`src/rtl/pll_pkg.sv`:
```
// Shared definitions for the PLL frequency-measurement blocks.
package pll_pkg;

  localparam int DEF_CNT_W = 16;
  localparam int DEF_WIN_W = 8;

  typedef enum logic [1:0] {
    ST_IDLE  = 2'd0,
    ST_ARM   = 2'd1,
    ST_COUNT = 2'd2
  } fc_state_t;

endpackage

```
`src/rtl/freq_counter_if.sv`:
```
// Control/result bundle of the frequency counter.
interface freq_counter_if #(
  parameter int CNT_W = pll_pkg::DEF_CNT_W,
  parameter int WIN_W = pll_pkg::DEF_WIN_W
) ();
  logic                    enable;
  logic [WIN_W-1:0]        win_len;
  logic [CNT_W-1:0]        target;
  logic [CNT_W-1:0]        count;
  logic signed [CNT_W:0]   error;
  logic                    count_valid;
  logic                    sat;

  modport master (output enable, win_len, target,
                  input  count, error, count_valid, sat);
  modport slave  (input  enable, win_len, target,
                  output count, error, count_valid, sat);
endinterface

```
`src/rtl/ref_edge_sync.sv`:
```
// Brings the asynchronous reference clock into clk_out and flags each rising
// edge with a single-cycle pulse, SYNC_STAGES+1 cycles after the edge.
module ref_edge_sync #(
  parameter int SYNC_STAGES = 2
) (
  input  logic clk_out,
  input  logic rst,
  input  logic ref_in,
  output logic ref_rise
);
  // Depth below 2 is not metastability-safe, so it is clamped.
  localparam int N = (SYNC_STAGES < 2) ? 2 : SYNC_STAGES;

  logic [N-1:0] sync_q;
  logic         prev_q;

  // Synchronizer chain, delayed copy and registered rising-edge pulse.
  always_ff @(posedge clk_out or posedge rst) begin
    if (rst) begin
      sync_q   <= '0;
      prev_q   <= 1'b0;
      ref_rise <= 1'b0;
    end else begin
      sync_q   <= {sync_q[N-2:0], ref_in};
      prev_q   <= sync_q[N-1];
      ref_rise <= sync_q[N-1] & ~prev_q;
    end
  end
endmodule

```
`src/rtl/freq_counter.sv`:
```
// Counts clk_out cycles over a window of win_len reference periods and
// reports the count, its signed deviation from target and a saturation flag.
module freq_counter
  import pll_pkg::*;
#(
  parameter int CNT_W       = DEF_CNT_W,
  parameter int WIN_W       = DEF_WIN_W,
  parameter int SYNC_STAGES = 2
) (
  input  logic           clk_out,
  input  logic           rst,
  input  logic           ref_in,
  freq_counter_if.slave  bus
);
  localparam logic [CNT_W-1:0] CNT_MAX = '1;

  fc_state_t             state;
  logic [CNT_W-1:0]      acc;
  logic [WIN_W-1:0]      periods;
  logic [WIN_W-1:0]      win;
  logic                  ovf;
  logic                  ref_rise;

  logic [CNT_W-1:0]      count_q;
  logic signed [CNT_W:0] error_q;
  logic                  sat_q;
  logic                  valid_q;

  logic                  acc_full;
  logic [CNT_W-1:0]      acc_inc;
  logic [WIN_W:0]        per_inc;
  logic                  win_close;
  logic [WIN_W-1:0]      win_next;

  ref_edge_sync #(.SYNC_STAGES(SYNC_STAGES)) u_sync (
    .clk_out  (clk_out),
    .rst      (rst),
    .ref_in   (ref_in),
    .ref_rise (ref_rise)
  );

  // Saturating increment, window-close test and sanitised window length.
  always_comb begin
    acc_full  = (acc == CNT_MAX);
    acc_inc   = acc_full ? CNT_MAX : acc + CNT_W'(1);
    per_inc   = {1'b0, periods} + (WIN_W+1)'(1);
    win_close = (per_inc == {1'b0, win});
    win_next  = (bus.win_len == '0) ? WIN_W'(1) : bus.win_len;
  end

  // Measurement FSM; results are registered and update together at close.
  always_ff @(posedge clk_out or posedge rst) begin
    if (rst) begin
      state   <= ST_IDLE;
      acc     <= '0;
      periods <= '0;
      win     <= WIN_W'(1);
      ovf     <= 1'b0;
      count_q <= '0;
      error_q <= '0;
      sat_q   <= 1'b0;
      valid_q <= 1'b0;
    end else begin
      valid_q <= 1'b0;
      if (!bus.enable) begin
        // Partial window is dropped; results keep their last values.
        state <= ST_IDLE;
      end else begin
        case (state)
          ST_IDLE: state <= ST_ARM;
          ST_ARM: begin
            if (ref_rise) begin
              state   <= ST_COUNT;
              acc     <= '0;
              periods <= '0;
              ovf     <= 1'b0;
              win     <= win_next;
            end
          end
          ST_COUNT: begin
            if (!ref_rise || !win_close) begin
              acc <= acc_inc;
              if (acc_full) ovf <= 1'b1;
              if (ref_rise) periods <= per_inc[WIN_W-1:0];
            end else begin
              // Window close: the closing cycle itself belongs to this window.
              count_q <= acc_inc;
              error_q <= {1'b0, acc_inc} - {1'b0, bus.target};
              sat_q   <= ovf | acc_full;
              valid_q <= 1'b1;
              acc     <= '0;
              periods <= '0;
              ovf     <= 1'b0;
              win     <= win_next;
            end
          end
          default: state <= ST_IDLE;
        endcase
      end
    end
  end

  assign bus.count       = count_q;
  assign bus.error       = error_q;
  assign bus.sat         = sat_q;
  assign bus.count_valid = valid_q;
endmodule

```
`src/flat_wrapper.sv`:
```
// flat-port wrapper written by rule: the top's interface ports become plain ports
module freq_counter_flat import pll_pkg::*;
#(
  parameter int CNT_W       = DEF_CNT_W,
  parameter int WIN_W       = DEF_WIN_W,
  parameter int SYNC_STAGES = 2
)
  (clk_out, rst, ref_in, bus_enable, bus_win_len, bus_target, bus_count, bus_error, bus_count_valid, bus_sat);
  freq_counter_if #(.CNT_W(CNT_W), .WIN_W(WIN_W)) bus_i ();
  input  logic clk_out;
  input  logic rst;
  input  logic ref_in;
  input wire logic [$bits(bus_i.enable)-1:0] bus_enable;
  input wire logic [$bits(bus_i.win_len)-1:0] bus_win_len;
  input wire logic [$bits(bus_i.target)-1:0] bus_target;
  output wire logic [$bits(bus_i.count)-1:0] bus_count;
  output wire logic [$bits(bus_i.error)-1:0] bus_error;
  output wire logic [$bits(bus_i.count_valid)-1:0] bus_count_valid;
  output wire logic [$bits(bus_i.sat)-1:0] bus_sat;
  assign bus_i.enable = bus_enable;
  assign bus_i.win_len = bus_win_len;
  assign bus_i.target = bus_target;
  assign bus_count = bus_i.count;
  assign bus_error = bus_i.error;
  assign bus_count_valid = bus_i.count_valid;
  assign bus_sat = bus_i.sat;
  freq_counter #(.CNT_W(CNT_W), .WIN_W(WIN_W), .SYNC_STAGES(SYNC_STAGES)) u_core (.clk_out(clk_out), .rst(rst), .ref_in(ref_in), .bus(bus_i));
endmodule
```
`config.mk`:
```
export PLATFORM = sky130hd
export DESIGN_NAME = freq_counter_flat
export DESIGN_NICKNAME = d
export VERILOG_FILES = /design/src/rtl/pll_pkg.sv /design/src/rtl/freq_counter_if.sv /design/src/rtl/ref_edge_sync.sv /design/src/rtl/freq_counter.sv /design/src/flat_wrapper.sv
export SDC_FILE = /design/constraint.sdc
export NUM_CORES = 1
export LEC_CHECK = 0
export CAP_MARGIN = 20
export CORE_MARGIN = 4
export CORE_UTILIZATION = 34
export CTS_CLUSTER_DIAMETER = 120
export DETAILED_ROUTE_END_ITERATION = 10
export PLACE_DENSITY_LB_ADDON = 0.08
export SLEW_MARGIN = 20
export SYNTH_ARGS = -nofsm -noshare
export SYNTH_HDL_FRONTEND = slang
export SYNTH_SLANG_ARGS = --single-unit
```
`constraint.sdc`:
```
create_clock -name clk_out -period 5.8 [get_ports clk_out]
set_input_delay 1.16 -clock clk_out [delete_from_list [all_inputs] [get_ports clk_out]]
set_output_delay 1.16 -clock clk_out [all_outputs]
set_load 0.005 [all_outputs]
```
Word level (Yosys, flattened, before mapping)
Index checks and enable logic that the tools add are counted.

Flip-flop bits (word level): 74. Bits of input ports: 28. Output and inout port bits: 35. Word-level logic and storage cells: 63.

Add/subtract/negate cells: 3. Equal/unequal tests: 10. Multiplexer cells: 22. Bitwise operators: 4. Reductions and logical operators: 12.

Operators by type and width (number): $mux 16 (3); $mux 8 (6); $pmux 16 s2 (1); $pmux 8 s2 (2); $sub 16x16->17 (1); $add 16x1->16 const B (1); $eq 16x16->1 const B (1); $reduce_and 4->1 (3); $add 8x1->9 const B (1); $eq 9x8->1 (1); $logic_not 8->1 (1); $mux 1 (6); $ne 2x2->1 const B (3); $ne 3x3->1 const B (2); $pmux 2 s3 (1); $reduce_and 3->1 (2); $mux 2 (2); $ne 3x2->1 const B (1); $eq 2x1->1 const B (1); $eq 2x2->1 const B (1); $logic_not 1->1 (2); $logic_not 2->1 (1); $not 1->1 (2); $pmux 1 s2 (1); 5 further kinds (5).

Logic depth before layout (Yosys ltp)
Gate-level depths: netlist of the first run.

Word-level depth: 7. Mapped depth: 18. Gate-level depth less buffers: 17.

By module
From an unflattened synthesis of the first run, not the netlist that was laid out.

Cell total of the unflattened synthesis: 467. Area total of the unflattened synthesis: 4485.6 sq um.

Modules (own cells, without submodules): freq_counter (times used 1, cells an instance 461, area each 4367.9 sq um, sequential area each 1752.9 sq um); ref_edge_sync (times used 1, cells an instance 6, area each 117.6 sq um, sequential area each 100.1 sq um).

Worst setup path after synthesis of the first run
OpenSTA, ideal clock, no wires.

Kind: reg-to-reg. Start: register u_core.acc[0]. End: register u_core.error_q[14] (netlist: u_core.bus.error[14]). Data arrival time: 3.862 ns. Data required time: 5.675 ns. Slack: 1.814 ns. Stages on the path, launching flop included: 19. Clock period less this slack: 3.986 ns. Cells stage by stage: dfrtp_1 ha_1 and4_1 and2_1 and2_1 nand4_1 clkbuf_1 nand2_1 inv_1 ha_1 inv_1 fa_1 a211oi_1 o21ai_0 o31a_1 o21ai_0 o21ai_0 xor2_1 mux2_2.

Word-level cells in the longest chain between the ends: 3. Elaborated cells between the ends (all ways): 4. Classes of those cells: add/sub: 2; eq/ne: 1; mux: 1.

Ends and longest elaborated chain: start: declaration (RTL line freq_counter.sv:18) `logic [CNT_W-1:0] acc;`; start signal: assignment (RTL line freq_counter.sv:82) `acc <= acc_inc;`; $add 16x1->16 / $eq 16x16->1 (equally long branches) (RTL line freq_counter.sv:45, freq_counter.sv:44); $mux 16 (*) (RTL line freq_counter.sv:45) `acc_inc = acc_full ? CNT_MAX : acc + CNT_W'(1);`; $sub 16x16->17 (*) (RTL line freq_counter.sv:88) `error_q <= {1'b0, acc_inc} - {1'b0, bus.target};`; end signal: assignment (RTL line freq_counter.sv:88); end: declaration (RTL line freq_counter.sv:25) `logic signed [CNT_W:0] error_q;`.

Mark *: on every way between the ends. The rest lies on a longest branch, timed or not. A chain may end at the register's enable or synchronous reset.

Worst setup path in the final report of the first run
Start: register u_core.acc[0]. End: register u_core.error_q[16] (netlist: u_core.bus.error[16]).

Same word-level chain as after synthesis.

==> metrics.txt, run 1 <==
status finished, final reports clean; DRC Markers 0; pre-CTS WS 1390 ps; Post-DP HPWL between 7 and 8 mm; Max-cap violations 0; setup bufs post-CTS 0; largest net degree at the start of global routing 53; ranking of synthesized cells by area dfrtp_1 (43%), ha_1 (6.5%), mux2_2 (6.4%); Post-Synthesis Cells 432; clock slew at reported path FFs 60 ps; CTS buffer count 9; boundary pin count 63; clock sink count 74; Pre-antenna DRT Iters 4; final worst setup slack 1380 ps; Yosys top cell area share 0.430; CTS Hold Bufs 0; fin crit period 4420 ps; diodes inserted 0; Core ar. about 0.012 mm²; final WL between 10 and 15 mm; Clock Tree Buf Depth 2; Die Footprint 0.0143 mm²; EDFF count, synth 0; final net count about 550; worst r2r src u_core.acc[0]; clock skew 7.74 ps; post-CTS sizing 0; CP Max Fanout 11; Worst-Margin Slew 882 ps; distinct cell type count after synthesis 55; Post-Syn Area 0.00425 mm²; vias in the first global route 3373; Worst Setup End Kind flip-flop; global-route wire length before repair 17.0 mm; Setup TNS 0 ps; TritonCTS clock tree done; global-route usage over all layers 0.149; Synth Area per Inst 9.84 µm²; Async S/R FF share, synth 1.00; Die H 120 µm; worst IR drop on VDD 0.000162 V; total grt overflow 0; Starting Density 0.351; latest clock arrival within the worst-skew pair roughly 340 ps; CP Launch Point u_core.acc[0]; worst hold path class reg2reg; initial antenna violation count 0; Final period util 0.762; Startpoint Class flip-flop; Seq/Total Area, Yosys 0.436; synth warn 0; Reg2Reg Setup Slack 1380 ps; RSZ-0062 raised after global routing no; WS Path Type reg2reg; die width between 100 and 150 µm; Rel. slew slack 0.408; DRT iter0 DRCs 129; floorplan row count 40; Post-Syn Nets 483; FMAX 0.226 GHz; Most used DFF post-synth dfrtp_1; pins over their slew limit 0; H-tree Lvls 3; worst setup path end u_core.bus.error[16]; wire length per cell 15.1 µm; PD cells roughly 300 mW/mm²; final hold violations 0; area leader, netlist dfrtp_1; Arr. time, crit path 4700 ps; top cells by count, synth dfrtp_1 (73), nand2_1 (36), inv_1 (31); Root Buffer clkbuf_16; area delta synth->final 25.8%; vias per cell 4.95; overall via count from detail_route 3304; most instantiated library cell after synthesis dfrtp_1; share of cells above drive strength 1 0.102; R2R depth 17; reg2reg end u_core.bus.error[16]; Required @ worst endpoint about 6100 ps; # port buffers 62; Final setup viols 0; RePlAce Congestion 0.858; Leakage 0.00249 µW; synthesis-stage register bit count 74; Detail Route Antenna Nets 0
-- registers in the layout, indices dropped and copies added (netlist names) --
name / flops
u_core.periods: 8
u_core.u_sync.sync_q: 2
u_core.state: 2
u_core.bus.sat: 1
u_core.u_sync.prev_q: 1
u_core.u_sync.ref_rise: 1
u_core.win: 8
u_core.bus.count_valid: 1
u_core.ovf: 1
u_core.bus.error: 17
u_core.bus.count: 16
u_core.acc: 16
-- kinds of logic (layout without fill, tap and decap cells) --
family,count (synthesis),count (layout),synth area share
and+or+nand+nor,120,120,0.140
DFF,74,74,0.436
buffers and inverters,45,113,0.0456
xor gates and xnor gates,28,28,0.0577
muxes,30,30,0.0783
AOI/OAI and AO/OA,112,112,0.173
adders and majority gates,23,23,0.0695
-- worst min path at each step --
stage	start	cells after the start	to	slack, ps
CTS	u_core.u_sync.sync_q[0]	0	u_core.u_sync.sync_q[1]	350
finish	u_core.u_sync.sync_q[0]	0	u_core.u_sync.sync_q[1]	350
global route	u_core.u_sync.sync_q[0]	0	u_core.u_sync.sync_q[1]	370
floorplan	u_core.u_sync.sync_q[0]	0	u_core.u_sync.sync_q[1]	330
detailed placement	u_core.u_sync.sync_q[0]	0	u_core.u_sync.sync_q[1]	360
global placement	u_core.u_sync.sync_q[0]	0	u_core.u_sync.sync_q[1]	350
-- area by class of cell --
cell class | count | area [µm²]
Clock inverter | 6 | 66.3
Multi-Input combinational cell | 313 | 2210
Tap cell | 168 | 210
Sequential cell | 74 | 1850
Timing Repair Buffer | 66 | 651
Clock buffer | 10 | 239
Inverter | 31 | 116
Fill cell | 1207 | 6770
-- where the power goes --
group          internal (µW)  leakage, µW  total [µW]  switching (µW)
combinational            187      0.00135         389             202
sequential               580     0.000994         636            56.3
clock                    344     0.000141         566             221
total                   1110      0.00249        1590             479
-- layer usage --
metal,share of wire,GRT usage,routed length [µm],up-vias
met5,0,0,0,-
met4,0.010,0.0394,104,0
met1,0.48,0.192,4820,1565
li1,-,-,-,1674
met3,0.044,0.0485,446,8
met2,0.47,0.241,4690,57
-- critical path, stage by stage (launching register included) --
cell and delay (ps):
dfrtp_1 410, ha_1 240, and4_1 210, and2_1 190
and2_1 190, nand4_1 380, nand2_1 130, inv_1 90
ha_1 170, inv_1 60, fa_1 430, a211oi_1 250
o21ai_0 210, o31a_1 310, o21ai_0 400, nor3_1 120
a2111oi_0 360, mux2_2 210
-- metrics by stage --
step / util / instances / power [µW] / cell area (µm²) / hold slack (ps)
global route: 0.441 / 668 / 1700 / 5340 / 371
floorplan: - / 432 / 920 / 4250 / 331
CTS: 0.441 / 668 / 1620 / 5340 / 352
detailed placement: 0.416 / 652 / 1040 / 5040 / 363
global placement: 0.416 / 652 / 1030 / 5040 / 348
finish: 0.441 / 668 / 1590 / 5340 / 351
-- placed cells by master (no fill, tap or decap), types with 3 or more instances in the layout --
cell,instances
a21oi_1,27
a31oi_1,14
and2_1,3
buf_4,4
clkinvlp_4,3
nand2b_1,3
xnor2_1,16
nand3_1,8
o21ai_0,21
nor2b_1,8
mux2i_1,4
xor2_1,12
ha_1,22
a22o_1,16
inv_1,30
clkdlybuf4s50_1,62
and3_1,4
mux2_2,24
nand2_1,36
nor2_1,27
dfrtp_1,73
a21o_1,11
clkbuf_16,9
nor3_1,7
nand4_1,7
or3_1,5
(Power assumes the default switching activity.)
==> run 2: changes to the inputs <==
==> constraint.sdc (replaced) <==
create_clock -name clk_out -period 4.5 [get_ports clk_out]
set_input_delay 0.9 -clock clk_out [delete_from_list [all_inputs] [get_ports clk_out]]
set_output_delay 0.9 -clock clk_out [all_outputs]
set_load 0.005 [all_outputs]
==> run 2 against run 1 <==
First-iteration DRC count up 45%. Via count up 0.82%. Combinational power up 31%. Clock skew down 2.3 ps. Die area unchanged. Register-to-register slack worse by 960 ps. Sequential power up 29%. Core utilization down 0.093 points. Design area down 0.21%. Global-route usage up 0.25 points. Non-clock buffer count up 3. Worst setup slack worse by 960 ps. Highest routed layer unchanged.
==> metrics.txt, run 2 (same netlist as run 1, synthesis figures left out) <==
Die H 120 µm (unchanged); initial antenna violation count 0 (unchanged); share of cells above drive strength 1 0.104 (+0.00159); Rel. slew slack 0.379 (-0.0290); Max-cap violations 0 (unchanged); area delta synth->final 25.5%; Worst-Margin Slew 930 ps (+48.0 ps); Worst path top cell family by delay compound AO/OA/AOI/OAI gates; Pre-antenna DRT Iters 4 (unchanged); WP buf/inv 2 (unchanged); fin crit period 4080 ps (-343 ps); RSZ-0062 raised after global routing no; vias per cell 4.97 (+0.52%); worst IR drop on VDD 0.000216 V (+34%); WS Path Type reg2reg; largest net degree at the start of global routing 50 (-5.7%); FMAX 0.245 GHz (+8.4%); Root Buffer clkbuf_16; floorplan row count 40 (unchanged); RePlAce Congestion 0.875 (+1.9%); Final period util 0.906 (+0.144); worst-path cell chain ha_1 -> and4_1 -> and2_1 -> and2_1 -> nand4_1 -> nand2_1 -> inv_1 -> ha_1 -> inv_1 -> fa_1 -> a211oi_1 -> o21ai_0 -> o31a_1 -> o21ai_1 -> nor3_1 -> a2111oi_0 -> mux2_2; H-tree Lvls 3 (unchanged); global-route wire length before repair 17.4 mm (+2.4%); global-route usage over all layers 0.151 (+0.00255); DRT iter0 DRCs 187 (+45%); max reg flops 17 (unchanged); Seq pwr share 0.413 (+0.013); setup bufs post-CTS 0 (unchanged); CTS Hold Bufs 0 (unchanged); Required @ worst endpoint 4770 ps (-1310 ps); final net count 549 (+0.55%); CP Max Fanout 6 (-5); post-CTS sizing 0 (unchanged); most frequent cells in the layout dfrtp_1 (73), clkdlybuf4s50_1 (62), nand2_1 (36); Comb power frac 0.255 (+0.010); latest clock arrival within the worst-skew pair 330 ps (about the same); TritonCTS clock tree done; pins over their slew limit 0 (unchanged); Setup TNS 0 ps (unchanged); status finished, final reports clean; Starting Density 0.351 (unchanged); overall via count from detail_route 3331 (+0.82%); hold_ws 350 ps (-1.37 ps); wire length per cell 15.0 µm (-0.16%); vias in the first global route 3400 (+0.80%); Worst Setup End Kind flip-flop; total grt overflow 0 (unchanged); worst hold path class reg2reg; Core ar. 0.0121 mm² (unchanged); clock sink count 74 (unchanged); Clock Tree Buf Depth 2 (unchanged); CTS buffer count 9 (unchanged); Startpoint Class flip-flop; diodes inserted 0 (unchanged); sw power 596 µW (+24%); Final setup viols 0 (unchanged); Worst path slowest cell fa_1; boundary pin count 63 (unchanged); clock slew at reported path FFs 60 ps (about the same); DRC Markers 0 (unchanged); commonest non-fill, non-tap cell in the layout dfrtp_1; Post-DP HPWL 7.36 mm (+0.33%); clock skew 5.43 ps (-2.31 ps); Arr. time, crit path 4350 ps (-350 ps); Layout fillers 1242 (+2.9%); # port buffers 62 (unchanged); die width 120 µm (unchanged); PD cells 373 mW/mm² (+25%); final core occ 0.440 (-0.000930); Leakage 0.00250 µW (+0.48%); Switching Share 0.300 (-0.00149); final hold violations 0 (unchanged); clock share of power 0.331 (-0.024); final WL 10.1 mm (+0.14%); Die Footprint 0.0143 mm² (unchanged); Pint 1390 µW (+25%); CP max stage delay 420 ps (about the same); Detail Route Antenna Nets 0 (unchanged)
-- run 2: cell types whose count changed in the layout (fill, tap and decap cells not counted), sizes merged --
cell | before | now
clkinv | 2 | 3
clkbuf | 10 | 12
clkinvlp | 3 | 0
buf | 4 | 7
bufinv | 1 | 0
-- run 2: worst paths after layout --
check                                           to  slack [ps]  depth (start not counted)                    start
hold reg to reg            u_core.u_sync.sync_q[1]         350                          0  u_core.u_sync.sync_q[0]
min in group asynchronous     u_core.bus.count[15]        1090                          2                      rst
hold / removal             u_core.u_sync.sync_q[1]         350                          0  u_core.u_sync.sync_q[0]
setup / recovery              u_core.bus.error[16]         420                         17            u_core.acc[0]
setup reg to reg              u_core.bus.error[16]         420                         17            u_core.acc[0]
max in group asynchronous      u_core.bus.error[1]        2590                          3                      rst
-- run 2: metal layers --
metal	global-route usage	up-vias	part of all wire
li1	-	1685	-
met3	0.0537	4	0.053
met5	0	-	0
met2	0.236	66	0.46
met4	0.0408	0	0.0070
met1	0.200	1576	0.48
-- run 2: power by group through the flow --
stage	sequential [µW]	clock [µW]	combinational, µW
3_5_place_dp	834	0	512
3_3_place_gp	832	0	509
5_1_grt	836	716	582
4_1_cts	823	688	517
2_1_floorplan	815	0	371
6_report	822	659	508
-- run 2: metrics by stage --
step / area, µm² / instances / setup WS [ps] / total power [µW]
after floorplan: 4250 / 432 / 514 / 1190
after global placement: 5060 / 655 / 354 / 1340
after detailed placement: 5060 / 655 / 326 / 1350
after CTS: 5330 / 670 / 265 / 2030
after global routing: 5330 / 670 / 18.5 / 2130
final: 5330 / 670 / 422 / 1990
-- run 2: layout make-up --
cell class / instances / area (µm²) / share of cell area
clock inverters: 3 / 15.0 / 0.00282
well taps: 168 / 210 / 0.0394
flip-flops and latches: 74 / 1850 / 0.347
multi-input cells: 313 / 2210 / 0.414
repair buffers: 69 / 673 / 0.126
clock buffers: 12 / 256 / 0.0481
inverters: 31 / 116 / 0.0218
-- run 2: worst reg2reg max path, delay by kind of cell (launching register included) --
family / cells / cell delay, ps
buffers and inverters: 2 / 140
multiplexers: 1 / 210
adder cells (fa/ha/maj): 3 / 860
flip-flops: 1 / 410
AND/OR/NAND/NOR: 6 / 1020
AO/OA/AOI/OAI: 5 / 1390
==> run 3: changes to the inputs <==
--- a/config.mk
+++ b/config.mk
@@ -6,6 +6,7 @@
 export NUM_CORES = 1
 export LEC_CHECK = 0
 export CAP_MARGIN = 20
+export CORE_ASPECT_RATIO = 0.7
 export CORE_MARGIN = 4
 export CORE_UTILIZATION = 34
 export CTS_CLUSTER_DIAMETER = 120
==> run 3 against run 2 <==
Non-clock buffer count is the same. Maximum frequency about the same. Hold slack got worse by 2.3 ps. Critical endpoint is now u_core.bus.error[15]. Register-to-register slack is essentially flat. Sequential cell count unchanged. Global-route usage increased by 0.095 points. Highest routed layer unchanged. Count of clock-buffer cells in the layout fell by 3.
==> metrics.txt, run 3 (same netlist as run 1, synthesis figures left out) <==
DRC Markers 0 (unchanged); clock share of power 0.387 (+0.056); final WL 10.3 mm (+2.4%); H-tree Lvls 3 (unchanged); CP Max Fanout 23 (+17); final net count 549 (unchanged); CTS buffer count 9 (unchanged); clock sink count 74 (unchanged); max reg flops 17 (unchanged); share of cells above drive strength 1 0.107 (+0.00377); wire length per cell 15.6 µm (+3.9%); diodes inserted 0 (unchanged); DRT iter0 DRCs 161 (-14%); Die Footprint 0.0144 mm² (+0.20%); Switching Share 0.292 (-0.00732); M2 GR Usage 0.191 (-0.0447); floorplan row count 33 (-18%); total grt overflow 0 (unchanged); worst IR drop on VDD 0.000205 V (-5.4%); # port buffers 62 (unchanged); WS Path Type reg2reg; die width 142 µm (+18%); Pre-antenna DRT Iters 4 (unchanged); final worst setup slack 426 ps (+3.92 ps); Worst-Margin Slew 917 ps (-13.1 ps); Reg2Reg Setup Slack 430 ps (about the same); Detail Route Antenna Nets 0 (unchanged); worst hold path class reg2reg; overall via count from detail_route 3292 (-1.2%); Arr. time, crit path 4290 ps (-60 ps); hold_ws 348 ps (-2.26 ps); boundary pin count 63 (unchanged); area delta synth->final 27.0%; Leakage 0.00253 µW (+1.1%); fin crit period 4070 ps (-3.92 ps); GRT busiest layer met1; latest clock arrival within the worst-skew pair 340 ps (about the same); commonest non-fill, non-tap cell in the layout dfrtp_1; FMAX 0.245 GHz (about the same); vias per cell 4.99 (+0.33%); pre-CTS WS 314 ps (-11.1 ps); global-route usage over all layers 0.152 (+0.000947); PD cells 404 mW/mm² (+8.3%); most frequent cells in the layout dfrtp_1 (73), clkdlybuf4s50_1 (62), nand2_1 (36); Layout fillers 1127 (-9.3%); vias in the first global route 3223 (-5.2%); Worst Setup End Kind flip-flop; TritonCTS clock tree done; Pint 1540 µW (+11%); Final setup viols 0 (unchanged); post-route cell area 0.00540 mm² (+1.2%); largest net degree at the start of global routing 50 (unchanged); pins over their slew limit 0 (unchanged); Required @ worst endpoint 4720 ps (-50 ps); initial antenna violation count 0 (unchanged); CTS Hold Bufs 0 (unchanged); status finished, final reports clean; Core ar. 0.0120 mm² (-1.1%); global-route wire length before repair 17.1 mm (-1.6%); Max-cap violations 0 (unchanged); Rel. slew slack 0.388 (+0.00962); met3 Resource Use GR 0.0406 (-0.0131); clock skew 6.18 ps (+0.747 ps); Starting Density 0.355 (+0.00403); RSZ-0062 raised after global routing no; Comb power frac 0.234 (-0.021); Post-DP HPWL 7.66 mm (+4.1%); placed cell areas 0.00505 mm² (-0.27%); Seq pwr share 0.379 (-0.034); RePlAce Congestion 0.856 (-2.2%); final hold violations 0 (unchanged); Final period util 0.905 (about the same); sw power 637 µW (+6.9%); Setup TNS 0 ps (unchanged); Startpoint Class flip-flop; Die H 102 µm (-15%); Root Buffer clkbuf_16; met1 Use GR 0.247 (+0.0465); clock slew at reported path FFs 60 ps (about the same); Clock Tree Buf Depth 2 (unchanged)
-- run 3: cell count changes in the layout (fill, tap and decap cells not counted), sizes merged --
cell      change
bufinv        +3
clkinv        -2
inv           +2
clkinvlp      +1
clkbuf        -3
-- run 3: final cells by class --
| class | instances | area, µm² | area share |
|---|---|---|---|
| Clock buffer | 9 | 225 | 0.0417 |
| Multi-Input combinational cell | 313 | 2210 | 0.409 |
| Sequential cell | 74 | 1850 | 0.343 |
| Inverter | 31 | 116 | 0.0216 |
| Clock inverter | 7 | 124 | 0.0230 |
| Tap cell | 157 | 196 | 0.0364 |
| Timing Repair Buffer | 69 | 673 | 0.125 |
-- run 3: per-stage QoR --
stage / cells / power, µW / util
after CTS: 660 / 2210 / 0.451
after global routing: 660 / 2310 / 0.451
after detailed placement: 644 / 1350 / 0.422
after floorplan: 432 / 1190 / -
after global placement: 644 / 1350 / 0.422
final: 660 / 2180 / 0.451
-- run 3: repair_timing --
| item | 4_1_cts | 5_1_grt |
|---|---|---|
| setup buffers | 0 | 0 |
| resized for setup | 0 | 2 |
| setup endpoints to repair | 0 | 2 |
-- run 3: final timing paths --
path                       depth (start not counted)               startpoint                      end
max                                               15            u_core.acc[0]     u_core.bus.error[15]
min                                                0  u_core.u_sync.sync_q[0]  u_core.u_sync.sync_q[1]
max reg2reg                                       15            u_core.acc[0]     u_core.bus.error[15]
min reg2reg                                        0  u_core.u_sync.sync_q[0]  u_core.u_sync.sync_q[1]
max in group asynchronous                          3                      rst            u_core.win[0]
min in group asynchronous                          2                      rst  u_core.u_sync.sync_q[0]
-- run 3: critical path: stages, from the launching register on --
cell and delay, ps:
dfrtp_1 410, ha_1 240, and4_1 220, and2_1 190, and2_1 180, nand4_1 130
buf_4 270, o21ai_0 240, ha_1 410, a21oi_1 240, nor3b_1 230, o211ai_1 190
a41oi_1 370, o21ai_0 190, xor2_1 170, mux2_2 270
-- run 3: layer usage --
| metal | wire, µm | vias to the layer above |
|---|---|---|
| met5 | 0 | - |
| met4 | 125 | 0 |
| met3 | 449 | 9 |
| met2 | 3700 | 63 |
| met1 | 6030 | 1544 |
| li1 | - | 1676 |
-- run 3: power by group through the flow --
stage	combinational [µW]	sequential (µW)	clock [µW]
6_report	511	826	843
5_1_grt	574	841	894
4_1_cts	515	827	871
3_5_place_dp	512	839	0
3_3_place_gp	511	835	0
2_1_floorplan	371	815	0
